===== src/rtl/csa_pkg.sv =====
// Sizing helpers and parameter legality check shared by the carry-skip adder files.
package csa_pkg;

    // Number of skip groups across the full operand width.
    function automatic int unsigned csa_ngrp(input int unsigned width, input int unsigned group);
        return (group == 32'd0) ? 32'd0 : width / group;
    endfunction

    // Number of result bits owned by each pipeline stage.
    function automatic int unsigned csa_slice(input int unsigned width, input int unsigned stages);
        return (stages == 32'd0) ? 32'd0 : width / stages;
    endfunction

    // True when WIDTH splits evenly into groups and the groups split evenly across stages.
    function automatic bit csa_params_ok(input int unsigned width,
                                         input int unsigned group,
                                         input int unsigned stages);
        if (width == 32'd0 || group == 32'd0 || stages == 32'd0) begin
            return 1'b0;
        end
        if ((width % group) != 32'd0) begin
            return 1'b0;
        end
        if (((width / group) % stages) != 32'd0) begin
            return 1'b0;
        end
        return 1'b1;
    endfunction

endpackage


===== src/rtl/csa_skip_group.sv =====
// One carry-skip group: rippled sum bits plus a skip mux on the group carry-out.
module csa_skip_group
    import csa_pkg::*;
#(
    parameter int unsigned GROUP = 4
) (
    input  logic [GROUP-1:0] a,
    input  logic [GROUP-1:0] b,
    input  logic             cin,
    output logic [GROUP-1:0] s,
    output logic             cout,
    output logic             c_msb_in
);

    logic [GROUP-1:0] p;
    logic [GROUP-1:0] g;
    logic             c_ripple;

    assign p = a ^ b;
    assign g = a & b;

    // Ripple through the group; the last loop pass leaves the carry entering the top bit.
    always_comb begin
        logic c;
        c        = cin;
        s        = '0;
        c_msb_in = cin;
        for (int i = 0; i < int'(GROUP); i++) begin
            s[i]     = p[i] ^ c;
            c_msb_in = c;
            c        = g[i] | (p[i] & c);
        end
        c_ripple = c;
    end

    // A fully propagating group passes its carry-in straight through.
    assign cout = (&p) ? cin : c_ripple;

endmodule


===== src/rtl/csa_pipe_addsub.sv =====
// Pipelined carry-skip adder/subtractor with valid/ready on both sides.
// Stage k resolves bits [k*SLICE +: SLICE]; operands skew forward, finished slices deskew.
module csa_pipe_addsub
    import csa_pkg::*;
#(
    parameter int unsigned WIDTH  = 32,
    parameter int unsigned GROUP  = 4,
    parameter int unsigned STAGES = 2
) (
    input  logic             clk,
    input  logic             rst_n,
    input  logic             in_valid,
    output logic             in_ready,
    input  logic [WIDTH-1:0] a,
    input  logic [WIDTH-1:0] b,
    input  logic             cin,
    input  logic             sub,
    output logic             out_valid,
    input  logic             out_ready,
    output logic [WIDTH-1:0] sum,
    output logic             cout,
    output logic             ovf,
    output logic             zero
);

    localparam int unsigned NGRP  = csa_ngrp(WIDTH, GROUP);
    localparam int unsigned SLICE = csa_slice(WIDTH, STAGES);
    localparam int unsigned GPS   = NGRP / STAGES;

    // Refuse to elaborate shapes that do not tile evenly.
    if (!csa_params_ok(WIDTH, GROUP, STAGES)) begin : g_param_check
        $error("csa_pipe_addsub: illegal WIDTH/GROUP/STAGES combination");
    end

    logic [WIDTH-1:0]  bx_in;
    logic              c0;
    logic [STAGES-1:0] v;
    logic [STAGES-1:0] adv;

    // Subtraction is a + ~b + 1; cin only matters when adding.
    assign bx_in = sub ? ~b : b;
    assign c0    = sub | cin;

    // A stage may load when some stage at or after it has room, or the sink drains.
    for (genvar k = 0; k < STAGES; k++) begin : g_adv
        assign adv[k] = out_ready | ~(&v[STAGES-1:k]);
    end

    for (genvar k = 0; k < STAGES; k++) begin : g_stage
        localparam int unsigned REM  = WIDTH - (k + 1) * SLICE;
        localparam int unsigned DONE = (k + 1) * SLICE;

        logic [SLICE-1:0] op_a;
        logic [SLICE-1:0] op_b;
        logic [SLICE-1:0] s_slice;
        logic [GPS-1:0]   gmsb;
        logic [DONE-1:0]  sum_nxt;
        logic [DONE-1:0]  sum_r;
        logic             c_in;
        logic             src_v;
        logic             load;
        logic             slice_co;
        logic             v_r;
        logic             c_r;
        logic             unused_msb;

        // Select operands, carry and valid from the ports or the previous stage.
        if (k == 0) begin : g_src
            assign op_a    = a[SLICE-1:0];
            assign op_b    = bx_in[SLICE-1:0];
            assign c_in    = c0;
            assign src_v   = in_valid;
            assign sum_nxt = s_slice;
        end else begin : g_src
            assign op_a    = g_stage[k-1].g_skew.a_r[SLICE-1:0];
            assign op_b    = g_stage[k-1].g_skew.bx_r[SLICE-1:0];
            assign c_in    = g_stage[k-1].c_r;
            assign src_v   = g_stage[k-1].v_r;
            assign sum_nxt = {s_slice, g_stage[k-1].sum_r};
        end

        // Chain this stage's skip groups; each group's carry feeds the next.
        for (genvar j = 0; j < GPS; j++) begin : g_grp
            logic ci;
            logic co;
            if (j == 0) begin : g_ci
                assign ci = c_in;
            end else begin : g_ci
                assign ci = g_grp[j-1].co;
            end
            csa_skip_group #(
                .GROUP    (GROUP)
            ) u_grp (
                .a        (op_a[j*GROUP +: GROUP]),
                .b        (op_b[j*GROUP +: GROUP]),
                .cin      (ci),
                .s        (s_slice[j*GROUP +: GROUP]),
                .cout     (co),
                .c_msb_in (gmsb[j])
            );
        end

        assign slice_co   = g_grp[GPS-1].co;
        assign load       = adv[k] & src_v;
        assign v[k]       = v_r;
        // Only the top group's MSB carry-in is meaningful, and only in the last stage.
        assign unused_msb = ^gmsb;

        // Stage occupancy: refill from upstream whenever this stage advances.
        always_ff @(posedge clk) begin
            if (!rst_n) begin
                v_r <= 1'b0;
            end else if (adv[k]) begin
                v_r <= src_v;
            end
        end

        // Capture this slice's sum and carry alongside the lower slices already resolved.
        always_ff @(posedge clk) begin
            if (!rst_n) begin
                c_r   <= 1'b0;
                sum_r <= '0;
            end else if (load) begin
                c_r   <= slice_co;
                sum_r <= sum_nxt;
            end
        end

        // Carry the not-yet-processed upper operand bits to the next stage.
        if (REM > 0) begin : g_skew
            logic [REM-1:0] a_r;
            logic [REM-1:0] bx_r;
            logic [REM-1:0] a_nxt;
            logic [REM-1:0] bx_nxt;

            if (k == 0) begin : g_up
                assign a_nxt  = a[WIDTH-1:SLICE];
                assign bx_nxt = bx_in[WIDTH-1:SLICE];
            end else begin : g_up
                assign a_nxt  = g_stage[k-1].g_skew.a_r[REM+SLICE-1:SLICE];
                assign bx_nxt = g_stage[k-1].g_skew.bx_r[REM+SLICE-1:SLICE];
            end

            // Operand skew registers.
            always_ff @(posedge clk) begin
                if (!rst_n) begin
                    a_r  <= '0;
                    bx_r <= '0;
                end else if (load) begin
                    a_r  <= a_nxt;
                    bx_r <= bx_nxt;
                end
            end
        end

        // Status flags from the complete result, registered with it in the last stage.
        if (k == STAGES - 1) begin : g_flags
            logic ovf_r;
            logic zero_r;

            always_ff @(posedge clk) begin
                if (!rst_n) begin
                    ovf_r  <= 1'b0;
                    zero_r <= 1'b0;
                end else if (load) begin
                    ovf_r  <= gmsb[GPS-1] ^ slice_co;
                    zero_r <= ~|sum_nxt;
                end
            end
        end
    end

    assign in_ready  = adv[0];
    assign out_valid = v[STAGES-1];
    assign sum       = g_stage[STAGES-1].sum_r;
    assign cout      = g_stage[STAGES-1].c_r;
    assign ovf       = g_stage[STAGES-1].g_flags.ovf_r;
    assign zero      = g_stage[STAGES-1].g_flags.zero_r;

endmodule


===== config.mk =====
export PLATFORM = sky130hd
export DESIGN_NAME = csa_pipe_addsub
export DESIGN_NICKNAME = d
export VERILOG_FILES = /design/src/rtl/csa_pkg.sv /design/src/rtl/csa_skip_group.sv /design/src/rtl/csa_pipe_addsub.sv
export SDC_FILE = /design/constraint.sdc
export NUM_CORES = 1
export LEC_CHECK = 0
export CORE_AREA = 2 2 117 90
export CTS_CLUSTER_DIAMETER = 100
export CTS_CLUSTER_SIZE = 40
export DETAILED_ROUTE_END_ITERATION = 12
export DIE_AREA = 0 0 119 92
export PLACE_DENSITY = 0.91
export SYNTH_ARGS = -nofsm -noshare
export SYNTH_HDL_FRONTEND = slang
export SYNTH_HIERARCHICAL = 1
export SYNTH_SLANG_ARGS = --single-unit

===== constraint.sdc =====
create_clock -name clk -period 9.9 [get_ports clk]
set_input_delay 2.475 -clock clk [delete_from_list [all_inputs] [get_ports clk]]
set_output_delay 2.475 -clock clk [all_outputs]
set_load 0.1 [all_outputs]

Word level (Yosys, flattened, before mapping)
Cells that the tools add are included.
- flip-flop bits (word level): 86
- bits of input ports: 70
- output and inout bits: 37
- mux-type cells: 9
- bitwise gates (word level): 121
- reduce and logical (&&, ||, !) cells: 11
- operators with widths (kind ; number):
    $or 1x1->1 ; 35
    $and 1x1->1 ; 34
    $xor 1x1->1 ; 33
    $and 4x4->4 ; 8
    $mux 32 ; 1
    $not 32->32 ; 1
    $reduce_and 4->1 ; 8
    $reduce_or 32->1 ; 1
    $xor 4x4->4 ; 8
    $mux 1 ; 8
    $not 1->1 ; 2
    $reduce_and 2->1 ; 1
    $logic_not 1->1 ; 1

Longest topological paths before layout
- depth after elaboration: 39
- gate-level depth with buffers: 41

By module
The synthesis kept the hierarchy.
- modules (own cells, without submodules) (module ; instances ; cells an instance ; area each (um2) ; sequential area each (um2)):
    csa_pipe_addsub ; 1 ; 405 ; 3505.9 ; 1721.7
    csa_skip_group ; 8 ; 20 ; 185.2 ; 0.0

Worst setup path before layout
OpenSTA, ideal clock, no wires.
- kind: input -> register
- start point: input port sub
- end point: register g_stage[0].c_r
- setup time: 0.123 ns
- arrival: 9.178 ns
- required time: 9.777 ns
- setup slack: 0.600 ns
- cell stages on the path: 41
- path buffers: 2
- path through: buf_2 > buf_2 > or2_2 > inv_1 > fa_1 > inv_1 > fa_1 > inv_1 > fa_1 > inv_1 > fa_1 > mux2_1 > inv_1 > fa_1 > inv_1 > fa_1 > inv_1 > fa_1 > [5 not listed] > inv_1 > fa_1 > inv_1 > fa_1 > inv_1 > fa_1 > mux2_1 > inv_1 > fa_1 > inv_1 > fa_1 > inv_1 > fa_1 > inv_1 > fa_1 > mux2_1 > nand2_1 > a21boi_0
- elaborated cells on any way between the ends: 50
- RTL lines (what ; line ; source):
    start, declared ; csa_pipe_addsub.sv:17 ; input logic sub,
    $or 1x1->1 ; csa_pipe_addsub.sv:42 ; assign c0 = sub | cin;
    net c0 ; csa_pipe_addsub.sv:36 ; logic c0;
    $and 1x1->1 ; csa_skip_group.sv:31 ; c = g[i] | (p[i] & c);
    $or 1x1->1 ; csa_skip_group.sv:31 ;
    $and 1x1->1 ; csa_skip_group.sv:31 ;
    $or 1x1->1 ; csa_skip_group.sv:31 ;
    $and 1x1->1 ; csa_skip_group.sv:31 ;
    $or 1x1->1 ; csa_skip_group.sv:31 ;
    net g_stage[0].gmsb[0] ; csa_pipe_addsub.sv:56 ; logic [GPS-1:0] gmsb;
    [3 not listed] ; n/a ;
    net g_stage[0].g_grp[0].co ; csa_pipe_addsub.sv:85 ; logic co;
    [6 not listed] ; n/a ;
    net g_stage[0].gmsb[1] ; csa_pipe_addsub.sv:56 ;
    [3 not listed] ; n/a ;
    net g_stage[0].g_grp[1].co ; csa_pipe_addsub.sv:85 ;
    [6 not listed] ; n/a ;
    net g_stage[0].gmsb[2] ; csa_pipe_addsub.sv:56 ;
    [3 not listed] ; n/a ;
    net g_stage[0].g_grp[2].co ; csa_pipe_addsub.sv:85 ;
    [3 not listed] ; n/a ;
    $or 1x1->1 ; csa_skip_group.sv:31 ;
    $and 1x1->1 ; csa_skip_group.sv:31 ;
    $or 1x1->1 ; csa_skip_group.sv:31 ;
    net g_stage[0].gmsb[3] ; csa_pipe_addsub.sv:56 ;
    $and 1x1->1 ; csa_skip_group.sv:31 ;
    $or 1x1->1 ; csa_skip_group.sv:31 ;
    $mux 1 ; csa_skip_group.sv:37 ; assign cout = (&p) ? cin : c_ripple;
    net g_stage[0].g_grp[3].co ; csa_pipe_addsub.sv:85 ;
    end signal, assigned ; csa_pipe_addsub.sv:124 ; c_r <= slice_co;
    end, declared ; csa_pipe_addsub.sv:64 ; logic c_r;
The timed path passes the listed nets, and every way through them passes these cells.
A chain may end at the register's enable or synchronous reset.

Worst setup path in the final report
- start point: input port cin
- end point: register g_stage[0].c_r
- word-level cells in the longest chain between the ends: 37
- RTL lines (what ; line ; source):
    start, declared ; csa_pipe_addsub.sv:16 ; input logic cin,
    $or 1x1->1 ; csa_pipe_addsub.sv:42 ;
    net c0 ; csa_pipe_addsub.sv:36 ;
    $and 1x1->1 ; csa_skip_group.sv:31 ;
    $or 1x1->1 ; csa_skip_group.sv:31 ;
    $and 1x1->1 ; csa_skip_group.sv:31 ;
    $or 1x1->1 ; csa_skip_group.sv:31 ;
    $and 1x1->1 ; csa_skip_group.sv:31 ;
    $or 1x1->1 ; csa_skip_group.sv:31 ;
    net g_stage[0].gmsb[0] ; csa_pipe_addsub.sv:56 ;
    [3 not listed] ; n/a ;
    net g_stage[0].g_grp[0].co ; csa_pipe_addsub.sv:85 ;
    [6 not listed] ; n/a ;
    net g_stage[0].gmsb[1] ; csa_pipe_addsub.sv:56 ;
    [3 not listed] ; n/a ;
    net g_stage[0].g_grp[1].co ; csa_pipe_addsub.sv:85 ;
    [6 not listed] ; n/a ;
    net g_stage[0].gmsb[2] ; csa_pipe_addsub.sv:56 ;
    [3 not listed] ; n/a ;
    net g_stage[0].g_grp[2].co ; csa_pipe_addsub.sv:85 ;
    [3 not listed] ; n/a ;
    $or 1x1->1 ; csa_skip_group.sv:31 ;
    $and 1x1->1 ; csa_skip_group.sv:31 ;
    $or 1x1->1 ; csa_skip_group.sv:31 ;
    net g_stage[0].gmsb[3] ; csa_pipe_addsub.sv:56 ;
    $and 1x1->1 ; csa_skip_group.sv:31 ;
    $or 1x1->1 ; csa_skip_group.sv:31 ;
    $mux 1 ; csa_skip_group.sv:37 ;
    net g_stage[0].g_grp[3].co ; csa_pipe_addsub.sv:85 ;
The timed path passes the listed nets, and every way through them passes these cells.

==> results by group <==
Worst setup path
  • CP max stage cell: clkdlybuf4s50_1
  • Worst R2R Start: g_stage[0].c_r
  • Crit start category: input pin
  • Max Fanout on Critical Path: 2
  • RR Endpoint: zero
  • Crit path from: cin
  • Worst Path Class, Setup: in -> reg
  • Critical path capture point type: register
  • R2r setup slk: 1.99 ns
  • Largest stage delay on the critical path: 0.38 ns
  • Setup crit end: g_stage[0].c_r
  • Worst R2R Path Depth: 39
  • Critical path arrival: 9.76 ns
  • Worst EP required: 10.11 ns

Layout
  • Antenna cells: 0
  • Register area: 0.00172 mm^2
  • FILL cells: 795
  • Fin area: 0.00642 mm^2
  • Final cell count without fillers: 796
  • Commonest non-fill, non-tap cell in the layout: nand2_1
  • Share of cells above drive strength 1: 0.0379
  • Multi-input gate area: 0.00283 mm^2
  • P&R area growth vs syn: 28.8%
  • Layout Nets: 789
  • Commonest cells after routing, fill and taps aside: nand2_1, clkdlybuf4s50_1, dfxtp_1

Floorplanning
  • Num rows: 32
  • Die width: 119 um
  • Core area: 0.00997 mm^2
  • Starting Density: 0.500
  • Boundary Pins: 107
  • Die ar.: 0.0109 mm^2
  • Die outline height: 92 um

STA
  • Fin crit period: 9.55 ns
  • Final hold vios: 0
  • Worst-Margin Slew: 1.14 ns
  • Period utilization: 0.964
  • FMAX: 105 MHz
  • Skew final: 0.00483 ns
  • Slew HR: 0.241
  • Final hold slack: 0.464 ns
  • Setup violations, final: 0
  • RSZ-0062 raised after global routing: no
  • Count of final max-slew check failures: 0

Pwr
  • Peak VDD IR: 0.101 mV
  • PD cells: 154 mW/mm^2
  • Leakage: 2.88 nW

Drt
  • Drt total wl: 11.2 mm
  • DR vias/cell: 4.88
  • Via count: 3881
  • Drt drc: 0
  • Starting DRT DRC Count: 280
  • DR WL/cell: 14.0 um
  • DR pass1 iterations: 4
  • Final ANT Viol Nets: 0

Synthesis
  • Post-synthesis compound-gate area fraction: 0.137
  • Adder-cell share of the synthesized area: 0.209
  • Ys Warns: 6
  • Register area share after synthesis: 0.345
  • Synth Instances: 565
  • #FFs+latches synth: 86
  • Synthesized area: 0.00499 mm^2
  • Netlist cell types: 24
  • Syn Nets: 699
  • Mux cell area share after synthesis: 0.0181
  • Largest family of logic cells by synthesized area: adder cells
  • Post-Synth XOR/XNOR Area: 0.0580
  • Simple-Gate Fraction of Synth Area: 0.146
  • Syn Area/Cell: 8.83 um^2

Clock network
  • Clk Latency, worst-skew pair: 0.33 ns
  • CTS root buf: clkbuf_16
  • Reg clk slew, reported paths: 0.07 ns
  • CTS HTree Levels: 3
  • CTS tree: yes
  • Hold Buf Count CTS: 0
  • Sink Count: 86
  • Bufs on Longest Clock Path: 2
  • CTS Buf Count: 9

Hold path
  • HP Class: reg -> reg

GRT
  • Gr usage total: 0.213
  • Met3 usage: 0.0597
  • Initial antenna violation count: 0
  • Number of global-route vias before repair: 3851
  • Grt peak-use layer: met2
  • M2 GR Usage: 0.345
  • Largest net degree at the start of global routing: 88
  • Total gr overflow: 0
  • First-pass GRT wire length: 18.4 mm
  • GRT met1 Usage: 0.284

Place
  • Placed Instances: 780
  • Routability Congestion: 0.873
  • DP Wirelength: 8.74 mm
  • Placed standard-cell area: 0.00611 mm^2
  • PortBufs: 106

Outcome
  • Outcome: completed

Job
  • Max-Cap Viols: 0
==> Yosys cell counts (all sizes together) <==
master,instances,area share
o211a,17,0.034
nand4,10,0.013
nand3,1,0.0010
a21boi,68,0.10
nor4b,1,0.0018
nor4,5,0.0063
xnor2,17,0.030
o21ai,1,0.0010
or2,1,0.0013
nand3b,1,0.0015
xor2,16,0.028
and2,2,0.0025
ha,32,0.080
nand2,151,0.11
clkbuf,17,0.013
nand2b,1,0.0013
buf,13,0.012
or4,2,0.0030
mux2,8,0.018
nor3,1,0.0010
fa,32,0.13
dfxtp,86,0.35
inv,82,0.062
==> where the power goes <==
part | switching (mW) | leakage (nW) | internal (mW)
logic | 0.149 | 2.02 | 0.0965
registers | 0.0226 | 0.706 | 0.371
clock network | 0.142 | 0.153 | 0.207
==> per-stage QoR <==
| step | setup WS [ns] | utilization | setup TNS (ns) | total power [mW] |
|---|---|---|---|---|
| final | 0.354 | 0.644 | 0 | 0.988 |
| after global routing | 0.00357 | 0.644 | 0 | 1.04 |
| after CTS | 0.241 | 0.644 | 0 | 0.996 |
| after detailed placement | -0.0516 | 0.613 | -0.0516 | 0.645 |
| after global placement | 0.345 | 0.613 | 0 | 0.632 |
| after floorplan | 0.600 | - | 0 | 0.558 |
==> sequential cells by signal (all words and copies together), names as in the netlist <==
name and count:
sum 32, g_stage.g_skew.a_r 16, g_stage.g_skew.bx_r 16, g_stage.sum_r 16, cout 1, g_stage.c_r 1, g_stage.v_r 1, out_valid 1
ovf 1, zero 1
==> critical path: cells and delay by family <==
kind                       cells  cell delay [ns]
buffers and inverters         17             1.43
and+or+nand+nor                2             0.34
AOI/OAI and AO/OA              1             0.08
adders and majority gates     16             4.16
muxes                          4             1.25
==> worst min-delay path by stage <==
stage / from / end / slack (ns) / cells past startpoint
after detailed placement: sum[0] / sum[0] / 0.46 / 2
after global placement: cout / cout / 0.46 / 2
final: sum[0] / sum[0] / 0.46 / 2
after CTS: sum[0] / sum[0] / 0.47 / 2
after floorplan: g_stage[0].sum_r[13] / sum[13] / 0.45 / 2
after global routing: cout / cout / 0.50 / 2
==> logic make-up after synthesis <==
kind of cell             count (synthesis)
AND/OR/NAND/NOR                        176
adder cells (fa/ha/maj)                 64
AO/OA/AOI/OAI                           86
flip-flops                              86
buffers and inverters                  112
multiplexers                             8
XOR/XNOR                                33
==> routing by layer <==
| metal | wire, um | vias up |
|---|---|---|
| li1 | - | 1929 |
| met5 | 0 | - |
| met4 | 109 | 0 |
| met3 | 779 | 11 |
| met1 | 5010 | 1825 |
| met2 | 5280 | 116 |
==> layout make-up <==
cell class | count | share of cell area
inverter | 82 | 0.0479
clock buffer | 10 | 0.0372
timing repair buffer | 109 | 0.167
tap | 136 | 0.0265
multi-input combinational | 367 | 0.441
clock inverter | 6 | 0.0121
sequential | 86 | 0.268
==> timing repair <==
item                                    in CTS  in global routing
setup buffers                                0                  0
resized for setup                            0                  2
endpoints found under the setup margin       0                  1
Note: power is estimated with default switching activity, not from simulation.
==> RTL edit 1, RTL diff (same flow settings) <==
Change the parameter `STAGES` from 2 to 1.
--- a/src/rtl/csa_pipe_addsub.sv
+++ b/src/rtl/csa_pipe_addsub.sv
@@ -5,7 +5,7 @@
 #(
     parameter int unsigned WIDTH  = 32,
     parameter int unsigned GROUP  = 4,
-    parameter int unsigned STAGES = 2
+    parameter int unsigned STAGES = 1
 ) (
     input  logic             clk,
     input  logic             rst_n,
Check against the original RTL: not equivalent (a bounded check fails within 4 cycles, from zero or initial values and one cycle with rst_n low).
==> RTL edit 1 against the original RTL <==
  * The flow now finishes with violations (negative setup slack)
  * Design area fell by 22%
  * Worst hold slack got worse by 13 ps
  * Wire length fell by 24%
  * Total power fell by 22%
  * Synthesized area fell by 36%
  * Sequential cell count fell by 50
  * Via count fell by 28%
  * Setup slack got worse by 5900 ps
  * Critical endpoint is now zero
  * Highest routed layer unchanged
==> RTL edit 1: results (changes against the original RTL) <==
<table>
<tr><th>Metric</th><th>Value</th></tr>
<tr><th colspan="2">Status</th></tr>
<tr><td>Run status</td><td>finished with violations</td></tr>
<tr><td>Violations in the final reports</td><td>negative setup slack</td></tr>
<tr><th colspan="2">Timing</th></tr>
<tr><td>Worst clock skew</td><td>6.96 ps (+2.13 ps)</td></tr>
<tr><td>Setup Viol. Count Final</td><td>17 (+17)</td></tr>
<tr><td>Final setup slack of the worst path</td><td>-5510 ps (-5860 ps)</td></tr>
<tr><td>Smallest hold slack</td><td>451 ps (-13.0 ps)</td></tr>
<tr><th colspan="2">Critical path</th></tr>
<tr><td>R2r worst-path depth</td><td>4 (-90%)</td></tr>
<tr><td>Capturing point of the worst reg2reg path</td><td>sum[14]</td></tr>
<tr><td>R2R Path Start</td><td>out_valid</td></tr>
<tr><td>CP max stage cell</td><td>sky130_fd_sc_hd__fa_2</td></tr>
<tr><td>Maximum fanout along the worst path</td><td>4 (+2)</td></tr>
<tr><th colspan="2">Finish</th></tr>
<tr><td>Clk tree area frac</td><td>0.0304 (-0.0188)</td></tr>
<tr><td>Multi-input combinational cell count</td><td>232 (-37%)</td></tr>
<tr><td>Layout filler cell count</td><td>891 (+12%)</td></tr>
<tr><td>Number of buffers outside the clock class in the layout</td><td>152 (+39%)</td></tr>
<tr><td>Non-clock inverter count in the final layout</td><td>81 (-1.2%)</td></tr>
<tr><th colspan="2">Logic synthesis</th></tr>
<tr><td>Ranking of synthesized cells by instance count</td><td>81 x sky130_fd_sc_hd__inv_1, 68 x sky130_fd_sc_hd__nand2_1, 36 x sky130_fd_sc_hd__dfxtp_1, 34 x sky130_fd_sc_hd__a21boi_0</td></tr>
<tr><td>Synth area leaders</td><td>sky130_fd_sc_hd__dfxtp_1 23%, sky130_fd_sc_hd__fa_1 20%, sky130_fd_sc_hd__ha_1 13%, sky130_fd_sc_hd__inv_1 9.6%, sky130_fd_sc_hd__xor2_1 8.8%</td></tr>
<tr><td>Sequential area share after synthesis</td><td>0.227 (-0.119)</td></tr>
<tr><th colspan="2">Detailed routing</th></tr>
<tr><td>Routed vias</td><td>2781 (-28%)</td></tr>
<tr><td>First-iteration detailed-routing DRC count</td><td>106 (-62%)</td></tr>
<tr><td>Avg WL per Cell</td><td>13.2 um (-5.9%)</td></tr>
<tr><th colspan="2">Hold path</th></tr>
<tr><td>Hold path startpoint</td><td>cout</td></tr>
<tr><th colspan="2">Placed design</th></tr>
<tr><td>Placed cell area</td><td>4730 sq um (-23%)</td></tr>
<tr><th colspan="2">Global routing</th></tr>
<tr><td>Pin count of the biggest net entering global routing</td><td>38 (-57%)</td></tr>
<tr><th colspan="2">Clock network</th></tr>
<tr><td>Clock Latency Late Sink</td><td>280 ps (-50 ps)</td></tr>
<tr><td>Total number of H-tree levels</td><td>2 (-1)</td></tr>
</table>
## RTL edit 1: cell count changes in the layout (fill, tap and decap cells not counted), sizes merged, moves of 2 or more
cell           change
a21boi            -34
buf               +44
clkbuf             -4
clkdlybuf4s50      -3
dfxtp             -50
dlygate4sd2        +2
inv                -3
nand2             -83
o211a             -16
xnor2             -16
xor2              +16
## RTL edit 1: power by group
part	internal [uW]	total, uW	switching [uW]
clock	100	160	59.4
sequential	163	173	9.68
combinational	169	440	271
## RTL edit 1: layer usage
layer  global-route usage  vias to the layer above  part of all wire
met3               0.0336                        4             0.055
met5                    0                        -                 0
li1                     -                     1373                 -
met4               0.0327                        0            0.0029
met1                0.186                     1321              0.42
met2                0.300                       83              0.52
## RTL edit 1: tightest hold or removal path: stages, from the launching register on
cell and delay [ps]:
sky130_fd_sc_hd__dfxtp_1 300, sky130_fd_sc_hd__nand2_1 50, sky130_fd_sc_hd__a21boi_1 50
## RTL edit 1: timing repair
item                                    4_1_cts  5_1_grt
resized for setup                            39        5
endpoints found under the setup margin       18       18
buffers inserted                              5        4
pin swaps                                     7        2
## RTL edit 1: how the worst max path moves through the flow
stage	slack, ps	from	depth (start not counted)	endpoint
2_1_floorplan	-5030	sub	78	zero
3_3_place_gp	-5860	cin	77	zero
5_1_grt	-5940	sub	77	zero
6_report	-5510	sub	77	zero
3_5_place_dp	-6200	cin	77	zero
4_1_cts	-5540	sub	77	zero
## RTL edit 1: stage by stage
stage	worst slack [ps]	cells	utilization	total power [uW]
final	-5510	645	0.503	773
after global routing	-5940	645	0.503	824
after CTS	-5540	641	0.499	778
after detailed placement	-6200	628	0.475	592
after global placement	-5860	628	0.475	581
after floorplan	-5030	364	-	451
==> RTL edit 2, RTL diff (same settings) <==
Without the edit above. Register the output `ovf`; this adds one clock of latency there. The other outputs are not delayed to match.
--- a/src/rtl/csa_pipe_addsub.sv
+++ b/src/rtl/csa_pipe_addsub.sv
@@ -174,7 +174,9 @@
     assign out_valid = v[STAGES-1];
     assign sum       = g_stage[STAGES-1].sum_r;
     assign cout      = g_stage[STAGES-1].c_r;
-    assign ovf       = g_stage[STAGES-1].g_flags.ovf_r;
+    always_ff @(posedge clk) begin
+        ovf <= g_stage[STAGES-1].g_flags.ovf_r;
+    end
     assign zero      = g_stage[STAGES-1].g_flags.zero_r;
 
 endmodule
Check against the original RTL: not equivalent (Yosys sat finds a counterexample within 4 cycles, from zero or initial values and one cycle with rst_n low).
==> RTL edit 2 against the original RTL <==
  * Count of clock-buffer cells in the layout fell by 1
  * Wire length fell by 0.33%
  * Total power rose by 0.68%
  * Synthesized area rose by 0.40%
  * Sequential cell count rose by 1
  * Design area rose by 0.29%
  * Setup slack improved by 33 ps
  * Critical endpoint unchanged
  * Largest power group unchanged
==> RTL edit 2: results (changes against the original RTL) <==
<table>
<tr><th>Metric</th><th>Value</th></tr>
<tr><th colspan="2">Detailed routing</th></tr>
<tr><td>WL final</td><td>11.1 mm (-0.33%)</td></tr>
<tr><td>Routed vias</td><td>3822 (-1.5%)</td></tr>
<tr><td>First-iteration detailed-routing DRC count</td><td>208 (-26%)</td></tr>
<tr><td>Avg WL per Cell</td><td>14.0 um (-0.46%)</td></tr>
<tr><th colspan="2">Global routing</th></tr>
<tr><td>Global-route wire length before repair</td><td>18.3 mm (-0.79%)</td></tr>
<tr><td>Total Routing Usage GR</td><td>0.209 (-0.00381)</td></tr>
<tr><td>Number of global-route vias before repair</td><td>3869 (+0.47%)</td></tr>
<tr><th colspan="2">Pwr</th></tr>
<tr><td>Peak ir drop on the vdd network</td><td>0.0000835 V (-18%)</td></tr>
<tr><td>P_leak</td><td>0.00288 uW (about the same)</td></tr>
<tr><th colspan="2">Finish</th></tr>
<tr><td>Max FFs per register</td><td>32 (unchanged)</td></tr>
<tr><td>Layout filler cell count</td><td>790 (-0.63%)</td></tr>
<tr><td>Ratio of cells with drive above 1 in the final layout</td><td>0.0393 (+0.00146)</td></tr>
<tr><th colspan="2">Hold path</th></tr>
<tr><td>Hold path startpoint</td><td>g_stage[1].g_flags.ovf_r</td></tr>
<tr><td>Hold Path Cell Cnt</td><td>0 (-2)</td></tr>
<tr><td>HP Class</td><td>reg -&gt; reg</td></tr>
<tr><td>Worst hold endpoint</td><td>ovf</td></tr>
<tr><th colspan="2">Placed design</th></tr>
<tr><td>Final HPWL DP</td><td>8.69 mm (-0.57%)</td></tr>
<tr><td>Routability Congestion</td><td>0.865 (-0.95%)</td></tr>
<tr><td>Post-placement cell count</td><td>781 (+0.13%)</td></tr>
<tr><td>Placed cell area</td><td>6130 sq um (+0.33%)</td></tr>
<tr><td>Worst setup slack after placement</td><td>-80.6 ps (-29.0 ps)</td></tr>
<tr><th colspan="2">Logic synthesis</th></tr>
<tr><td>Sequential area share after synthesis</td><td>0.348 (+0.00262)</td></tr>
<tr><td>Mean Syn Cell Area</td><td>8.85 sq um (+0.22%)</td></tr>
<tr><td>Ranking of synthesized cells by instance count</td><td>151 x sky130_fd_sc_hd__nand2_1, 87 x sky130_fd_sc_hd__dfxtp_1, 82 x sky130_fd_sc_hd__inv_1, 68 x sky130_fd_sc_hd__a21boi_0</td></tr>
<tr><td>Net count of the mapped netlist</td><td>700 (+0.14%)</td></tr>
<tr><td>Dominant synthesized flop cell</td><td>sky130_fd_sc_hd__dfxtp_1</td></tr>
<tr><th colspan="2">Status</th></tr>
<tr><td>Run status</td><td>finished clean</td></tr>
<tr><th colspan="2">Timing</th></tr>
<tr><td>Worst clock skew</td><td>10.5 ps (+5.70 ps)</td></tr>
<tr><th colspan="2">Critical path</th></tr>
<tr><td>Worst Path Arrival</td><td>9720 ps (-40 ps)</td></tr>
</table>
==> RTL edit 2: where the power goes <==
group	leakage, uW	switching (uW)	internal (uW)
clock	0.000147	150	201
combinational	0.00202	149	96.7
sequential	0.000714	23.0	376
==> RTL edit 2: worst max-delay path by stage <==
stage          cells after the start        endpoint  slack, ps  startpoint
2_1_floorplan                     41  g_stage[0].c_r        600         sub
3_3_place_gp                      40  g_stage[0].c_r        330         cin
3_5_place_dp                      40  g_stage[0].c_r        -80         cin
4_1_cts                           40  g_stage[0].c_r        260         cin
5_1_grt                           40  g_stage[0].c_r         50         cin
6_report                          40  g_stage[0].c_r        390         cin
==> RTL edit 2: through the flow <==
step            util  hold WS [ps]
2_1_floorplan      -           331
3_3_place_gp   0.615           344
3_5_place_dp   0.615           351
4_1_cts        0.646           361
5_1_grt        0.646           367
6_report       0.646           359
==> RTL edit 2: worst max-delay path, delay by kind of cell <==
| family | cells | cell delay (ps) |
|---|---|---|
| AO/OA/AOI/OAI | 1 | 90 |
| adder cells (fa/ha/maj) | 16 | 4180 |
| buffers and inverters | 17 | 1430 |
| multiplexers | 4 | 1210 |
| AND/OR/NAND/NOR | 2 | 340 |
==> RTL edit 2: area by class of cell <==
type / count / share of cell area
Inverter: 82 / 0.0478
Sequential cell: 87 / 0.270
Tap cell: 136 / 0.0264
Clock inverter: 7 / 0.0140
Clock buffer: 9 / 0.0350
Timing Repair Buffer: 109 / 0.167
Multi-Input combinational cell: 367 / 0.440
==> RTL edit 2: metal layers <==
metal	global-route usage	wire length, um	up-vias	share of wire
met5	0	0	-	0
met4	0.0506	76	0	0.0068
li1	-	-	1929	-
met3	0.0466	586	8	0.053
met2	0.346	5170	95	0.46
met1	0.279	5310	1790	0.48
==> RTL edit 2: logic make-up after synthesis <==
kind of cell    count (synthesis)  share of synthesized area
flops                          87                      0.348
xor+xnor                       33                     0.0577
mux                             8                     0.0180
compound gates                 86                      0.137
simple gates                  176                      0.145
fa+ha+maj                      64                      0.208
buf+inv                       112                     0.0865
